`src/rtl/countdown_timer.sv`:
```
// Countdown timer: BCD mm:ss.t count with a 10 Hz prescaler, run/pause control and a blinking alarm.
module countdown_timer #(
    parameter int unsigned CLK_HZ      = 50_000_000,
    parameter int unsigned BLINK_TICKS = 5
) (
    input  logic       i_clk,
    input  logic       i_reset_n,
    input  logic       i_load,
    input  logic       i_run,
    input  logic [3:0] i_pre_min_tens,
    input  logic [3:0] i_pre_min,
    input  logic [3:0] i_pre_sec_tens,
    input  logic [3:0] i_pre_sec,
    output logic [3:0] o_tenth,
    output logic [3:0] o_sec,
    output logic [3:0] o_sec_tens,
    output logic [3:0] o_min,
    output logic [3:0] o_min_tens,
    output logic [1:0] o_state,
    output logic       o_tick,
    output logic       o_done,
    output logic       o_alarm
);

    localparam int unsigned TICK_DIV = CLK_HZ / 10;
    localparam int unsigned PS_W     = (TICK_DIV > 1) ? $clog2(TICK_DIV) : 1;
    localparam int unsigned BL_W     = (BLINK_TICKS > 1) ? $clog2(BLINK_TICKS) : 1;
    localparam int unsigned DIG_W    = 4;

    localparam logic [PS_W-1:0]  PS_MAX = PS_W'(TICK_DIV - 1);
    localparam logic [BL_W-1:0]  BL_MAX = BL_W'(BLINK_TICKS - 1);
    localparam logic [DIG_W-1:0] NINE   = DIG_W'(9);
    localparam logic [DIG_W-1:0] FIVE   = DIG_W'(5);
    localparam logic [DIG_W-1:0] ONE    = DIG_W'(1);

    typedef enum logic [1:0] {
        S_IDLE    = 2'd0,
        S_ARMED   = 2'd1,
        S_RUNNING = 2'd2,
        S_EXPIRED = 2'd3
    } state_t;

    state_t           state_q, state_nx;
    logic [PS_W-1:0]  ps_q, ps_nx;
    logic [BL_W-1:0]  bl_q, bl_nx;
    logic [DIG_W-1:0] t_nx, s_nx, st_nx, m_nx, mt_nx;
    logic             tick_nx, done_nx, alarm_nx;

    // Working copies for the borrow chain and preset clamping
    logic [DIG_W-1:0] dt, ds, dst, dm, dmt;
    logic [DIG_W-1:0] pmt, pm, pst, psec;
    logic             at_tick;

    function automatic logic [DIG_W-1:0] clamp(input logic [DIG_W-1:0] d, input logic [DIG_W-1:0] lim);
        return (d > lim) ? lim : d;
    endfunction

    assign o_state = state_q;

    // State, prescaler, blink counter and registered outputs
    always_ff @(posedge i_clk or negedge i_reset_n) begin
        if (!i_reset_n) begin
            state_q    <= S_IDLE;
            ps_q       <= '0;
            bl_q       <= '0;
            o_tenth    <= '0;
            o_sec      <= '0;
            o_sec_tens <= '0;
            o_min      <= '0;
            o_min_tens <= '0;
            o_tick     <= 1'b0;
            o_done     <= 1'b0;
            o_alarm    <= 1'b0;
        end else begin
            state_q    <= state_nx;
            ps_q       <= ps_nx;
            bl_q       <= bl_nx;
            o_tenth    <= t_nx;
            o_sec      <= s_nx;
            o_sec_tens <= st_nx;
            o_min      <= m_nx;
            o_min_tens <= mt_nx;
            o_tick     <= tick_nx;
            o_done     <= done_nx;
            o_alarm    <= alarm_nx;
        end
    end

    // Next-state, count and alarm logic; load wins over run and tick
    always_comb begin
        state_nx = state_q;
        ps_nx    = ps_q;
        bl_nx    = bl_q;
        t_nx     = o_tenth;
        s_nx     = o_sec;
        st_nx    = o_sec_tens;
        m_nx     = o_min;
        mt_nx    = o_min_tens;
        alarm_nx = o_alarm;
        at_tick  = (ps_q == PS_MAX);

        pmt  = clamp(i_pre_min_tens, FIVE);
        pm   = clamp(i_pre_min, NINE);
        pst  = clamp(i_pre_sec_tens, FIVE);
        psec = clamp(i_pre_sec, NINE);

        // BCD decrement by one tenth with borrow ripple
        dt  = o_tenth;
        ds  = o_sec;
        dst = o_sec_tens;
        dm  = o_min;
        dmt = o_min_tens;
        if (o_tenth != '0) begin
            dt = o_tenth - ONE;
        end else begin
            dt = NINE;
            if (o_sec != '0) begin
                ds = o_sec - ONE;
            end else begin
                ds = NINE;
                if (o_sec_tens != '0) begin
                    dst = o_sec_tens - ONE;
                end else begin
                    dst = FIVE;
                    if (o_min != '0) begin
                        dm = o_min - ONE;
                    end else begin
                        dm  = NINE;
                        dmt = o_min_tens - ONE;
                    end
                end
            end
        end

        if (i_load) begin
            t_nx     = '0;
            s_nx     = psec;
            st_nx    = pst;
            m_nx     = pm;
            mt_nx    = pmt;
            ps_nx    = '0;
            bl_nx    = '0;
            alarm_nx = 1'b0;
            state_nx = (|{pmt, pm, pst, psec}) ? S_ARMED : S_IDLE;
        end else begin
            unique case (state_q)
                S_IDLE: begin
                    state_nx = S_IDLE;
                end
                S_ARMED: begin
                    if (i_run) state_nx = S_RUNNING;
                end
                S_RUNNING: begin
                    if (!i_run) begin
                        state_nx = S_ARMED;
                    end else begin
                        ps_nx = at_tick ? '0 : ps_q + PS_W'(1);
                        if (!(|{o_min_tens, o_min, o_sec_tens, o_sec, o_tenth})) begin
                            // Defensive: never decrement from zero
                            state_nx = S_EXPIRED;
                            alarm_nx = 1'b1;
                            bl_nx    = '0;
                        end else if (at_tick) begin
                            t_nx  = dt;
                            s_nx  = ds;
                            st_nx = dst;
                            m_nx  = dm;
                            mt_nx = dmt;
                            if (!(|{dmt, dm, dst, ds, dt})) begin
                                state_nx = S_EXPIRED;
                                alarm_nx = 1'b1;
                                bl_nx    = '0;
                            end
                        end
                    end
                end
                S_EXPIRED: begin
                    if (!i_run) begin
                        state_nx = S_IDLE;
                        alarm_nx = 1'b0;
                    end else begin
                        ps_nx = at_tick ? '0 : ps_q + PS_W'(1);
                        if (at_tick) begin
                            if (bl_q == BL_MAX) begin
                                bl_nx    = '0;
                                alarm_nx = ~o_alarm;
                            end else begin
                                bl_nx = bl_q + BL_W'(1);
                            end
                        end
                    end
                end
                default: state_nx = S_IDLE;
            endcase
        end

        done_nx = (state_nx == S_EXPIRED);
        tick_nx = ((state_nx == S_RUNNING) || (state_nx == S_EXPIRED)) && (ps_nx == PS_MAX);
    end

endmodule

```
`config.mk`:
```
export PLATFORM = sky130hd
export DESIGN_NAME = countdown_timer
export DESIGN_NICKNAME = d
export VERILOG_FILES = /design/src/rtl/countdown_timer.sv
export SDC_FILE = /design/constraint.sdc
export NUM_CORES = 1
export LEC_CHECK = 0
export BUFFER_PORTS_ARGS = -buffer_cell sky130_fd_sc_hd__buf_2
export CAP_MARGIN = 20
export CORE_UTILIZATION = 60
export CTS_CLUSTER_SIZE = 10
export DETAILED_ROUTE_END_ITERATION = 8
export GPL_ROUTABILITY_DRIVEN = 0
export GPL_TIMING_DRIVEN = 0
export PLACE_DENSITY = 0.83
export SYNTH_ARGS = -nofsm -noshare
export SYNTH_HDL_FRONTEND = slang
export SYNTH_SLANG_ARGS = --single-unit
```
`constraint.sdc`:
```
create_clock -name i_clk -period 5.2 [get_ports i_clk]
set_clock_uncertainty 0.2 [all_clocks]
set_input_delay 0.52 -clock i_clk [delete_from_list [all_inputs] [get_ports i_clk]]
set_output_delay 0.52 -clock i_clk [all_outputs]
set_load 0.02 [all_outputs]
```
Word level (Yosys, flattened, before mapping) --
Cells that the tools add are included.
Storage, ports and cells: register bits after elaboration 51, latch bits 0, memory bits (writable) 0, memory bits (read-only) 0, input port bits 20, output and inout bits 25, logic and storage cells 131, memories 0
Cells by class: $add $sub $neg 7, multiply operators 0, div/mod/pow operators 0, magnitude comparators 4, eq/ne operators 15, shifts and indexed selects 0, muxes and demuxes 74, bitwise operators 1, reduce and logical (&&, ||, !) cells 19
Operator list (count):
- $mux W4 | 43
- $mux W23 | 4
- $eq A23 B23 Y1 const B | 2
- $reduce_or A20 Y1 | 2
- $mux W3 | 8
- $add A23 B1 Y23 const B | 1
- $sub A4 B1 Y4 const B | 5
- $ne A4 B4 Y1 const B | 4
- $reduce_bool A4 Y1 | 4
- $reduce_or A16 Y1 | 1
- $mux W2 | 7
- $reduce_and A6 Y1 | 2
- $mux W1 | 9
- $ne A3 B3 Y1 const B | 3
- $eq A2 B2 Y1 const B | 4
- $gt A4 B3 Y1 const B | 2
- $gt A4 B4 Y1 const B | 2
- $pmux W2 S4 | 1
- $reduce_bool A2 Y1 | 4
- $pmux W3 S2 | 1
- $reduce_and A4 Y1 | 1
- $add A3 B1 Y3 const B | 1
- $eq A3 B3 Y1 const B | 1
- $reduce_bool A3 Y1 | 1
- 7 further kinds | 7

Logic depth before layout (Yosys ltp) --
word-level depth 15, mapped depth 10, gate-level depth less buffers 9

Worst setup path after synthesis --
OpenSTA, ideal clock, no wires.
path kind reg-to-reg, start point register ps_q[10], end point register o_min[3], library setup time 0.132 ns, data arrival time 2.678 ns, data required time 4.868 ns, setup slack 2.190 ns, cell stages (with the launch flop) 8, buffers on the path 0, clock period less this slack 3.010 ns, cells stage by stage dfrtp_1 > or4b_1 > or4_4 > nor4_4 > nand3_2 > or4_4 > xnor2_1 > o21ai_1
On the way: cells in the longest elaborated chain, start to end 3
Ends and longest elaborated chain:
- start: declaration | line 44 | logic [PS_W-1:0] ps_q, ps_nx;
- start signal: assignment | line 76 | ps_q <= ps_nx;
- $eq A23 B23 Y1 | line 100 | at_tick = (ps_q == PS_MAX);
- $reduce_bool A2 Y1 (no source line)
- $reduce_and A4 Y1 (no source line)
- end signal: assignment | line 81 | o_min <= m_nx;
- end: declaration | line 17 | output logic [3:0] o_min,
Every way passes these cells. A chain may end at the register's enable or synchronous reset.

Worst setup path in the final report --
Same ends and word-level chain as after synthesis.

==> results.txt <==
hold path startpoint = i_pre_sec_tens[3]
GR Util met2 = 0.498
Post-Syn Area per Cell = 8.63 um^2
sequential element share of the synthesized area = 0.392
CTS Root Cell = clkbuf_8
R2R cell count = 7
TritonRoute pass-1 iters = 5
die area = 0.00572 mm^2
vias in the first global route = 2913
internal power = 0.539 mW
commonest non-fill, non-tap cell in the layout = dfrtp_1
relative slew slack = 0.522
row cnt = 26
WHS Path Cells = 2
DRT antenna net count = 0
routed vias/inst = 6.36
Area growth, synth to finish = 13.0%
core box area = 0.00517 mm^2
max-cap viol count = 0
Yosys Warn Count = 0
Synth async-reset ratio = 1.00
Worst R2R End = o_min[3]
setup TNS = 0 ns
crit path max fanout = 7
startpoint types = register
share of layout cells above drive strength 1 = 0.139
Final nets = 458
initial antenna violation count = 0
critical path type = register to register
slack of the worst reg-to-reg path = 1.86 ns
Crit path arrival time = 3.33 ns
outcome = completed
Worst-path clk slew = 0.10 ns
Initial DRC Count = 286
most frequent cells in the layout = dfrtp_1, nor2_1, buf_2
Flop pwr share = 0.560
clk_lat worst skew = 0.31 ns
Leakage = 1.50 nW
part of the cycle the worst path needs = 0.643
Syn Nets = 405
Ports = 45
Antenna diodes = 0
register bit total from synthesis = 51
met3 Resource Use GR = 0.0529
Combinational Power Share = 0.145
sw frac = 0.290
WHS = 0.233 ns
final wirelength = 8.49 mm
first-pass GRT wire length = 13.7 mm
GRT Total Usage = 0.320
final setup vio count = 0
worst r2r src = ps_q[10]
Inserted Clock Buffers = 5
Synth Cell Area = 0.00325 mm^2
P_sw = 0.220 mW
drc violations = 0
hold buffer count at cts = 0
Gate Count Post-Synth = 377
final hold viol count = 0
die height = 75.6 um
maximum vdd drop = 0.168 mV
Setup crit end kind = register
PD cells = 207 mW/mm^2
Clk pwr share = 0.295
RSZ-0062 raised after global routing = no
Wirelength per Cell = 16.9 um
# fillers = 404
Worst-Margin Slew = 0.711 ns
die span in x = 75.6 um
Top FF cell, synth = dfrtp_1
CTS tree = built
Post-CTS Setup Inserts = 0
Unique masters post-synth = 61
WP data required = 5.19 ns
CTS sink count = 51
number of flops mapped to enable cells by yosys = 0
total global routing overflow = 0
Initial Util = 0.629
H-Tree Depth = 2
Max Freq = 0.299 GHz
gr busiest metal = met2
met1 usage = 0.461
cts repair resizes = 0
via count = 3187
Min-Delay Path Class = primary input to register
crit path time final = 3.34 ns
input/output buffers = 44
half-perimeter wire length after placement = 6.23 mm
Bufs on Longest Clock Path = 2
largest net degree at the start of global routing = 52
Hold Path End = o_sec_tens[1]
final slew viol count = 0
-- worst max-delay path: stages (launching register included) --
cell,delay (ns)
dfrtp_1,0.47
or4b_1,0.55
or4_4,0.58
nor4_4,0.46
nand3_2,0.22
or4_4,0.49
xnor2_1,0.17
o21ai_1,0.08
-- cells in the mapped netlist, types with 9 or more instances --
cell type | count | area share
nand2_1 | 29 | 0.033
nand4_1 | 16 | 0.031
or3_1 | 11 | 0.021
o21ai_1 | 9 | 0.014
dfrtp_1 | 51 | 0.39
inv_1 | 18 | 0.021
nor4_1 | 9 | 0.017
clkbuf_1 | 14 | 0.016
a21oi_1 | 17 | 0.026
nor3_1 | 11 | 0.017
xor2_1 | 13 | 0.035
nand3_1 | 17 | 0.026
xnor2_1 | 12 | 0.032
nor2_1 | 44 | 0.051
-- area by class of cell --
| class | instances | area (um^2) | area share |
|---|---|---|---|
| buffer | 15 | 56.3 | 0.0153 |
| timing repair buffer | 46 | 250 | 0.0681 |
| inverter | 18 | 67.6 | 0.0184 |
| tap | 70 | 87.6 | 0.0238 |
| multi-input combinational | 293 | 1850 | 0.504 |
| clock buffer | 6 | 72.6 | 0.0197 |
| clock inverter | 2 | 12.5 | 0.00340 |
| sequential | 51 | 1280 | 0.347 |
-- per-layer routing --
metal | part of all wire | wire [um] | vias to the layer above
li1 | - | - | 1498
met1 | 0.44 | 3690 | 1518
met2 | 0.47 | 4020 | 164
met3 | 0.084 | 713 | 7
met4 | 0.0077 | 65 | 0
met5 | 0 | 0 | -
-- logic make-up after synthesis --
kind of cell	share of synthesized area
simple gates	0.318
compound gates	0.148
flops	0.392
buf+inv	0.0381
xor+xnor	0.0673
fa+ha+maj	0.0308
mux	0.00615
-- stage by stage --
stage / util / setup slack (ns) / std cells / power [mW] / instance area [um^2]
floorplan: - / 2.19 / 377 / 0.491 / 3250
global placement: 0.689 / 1.92 / 491 / 0.536 / 3560
detailed placement: 0.689 / 1.90 / 491 / 0.539 / 3560
CTS: 0.705 / 1.88 / 499 / 0.760 / 3650
global route: 0.711 / 1.68 / 501 / 0.793 / 3680
finish: 0.711 / 1.86 / 501 / 0.759 / 3680
-- power by group through the flow --
| stage | logic, mW | registers (mW) | clock network (mW) |
|---|---|---|---|
| after detailed placement | 0.106 | 0.433 | 0 |
| after floorplan | 0.0498 | 0.441 | 0 |
| after CTS | 0.107 | 0.425 | 0.228 |
| after global placement | 0.104 | 0.432 | 0 |
| after global routing | 0.122 | 0.427 | 0.244 |
| final | 0.110 | 0.425 | 0.224 |
-- flip-flops by register name (all words and copies together), names as in the netlist --
signal	flops
o_state	2
o_sec_tens	4
o_min	4
o_sec	4
ps_q	23
o_alarm	1
o_done	1
o_min_tens	4
bl_q	3
o_tick	1
o_tenth	4
-- worst max-delay path by stage --
stage	cells after the start	slack, ns	startpoint	to
final	7	1.86	ps_q[10]	o_min[3]
after global routing	10	1.68	o_tenth[0]	o_sec[1]
after CTS	7	1.88	ps_q[10]	o_min[3]
after detailed placement	7	1.90	ps_q[10]	o_min[3]
after global placement	8	1.92	ps_q[10]	o_sec[1]
after floorplan	7	2.19	ps_q[10]	o_min[3]
Power figures use the tool's default switching activity.
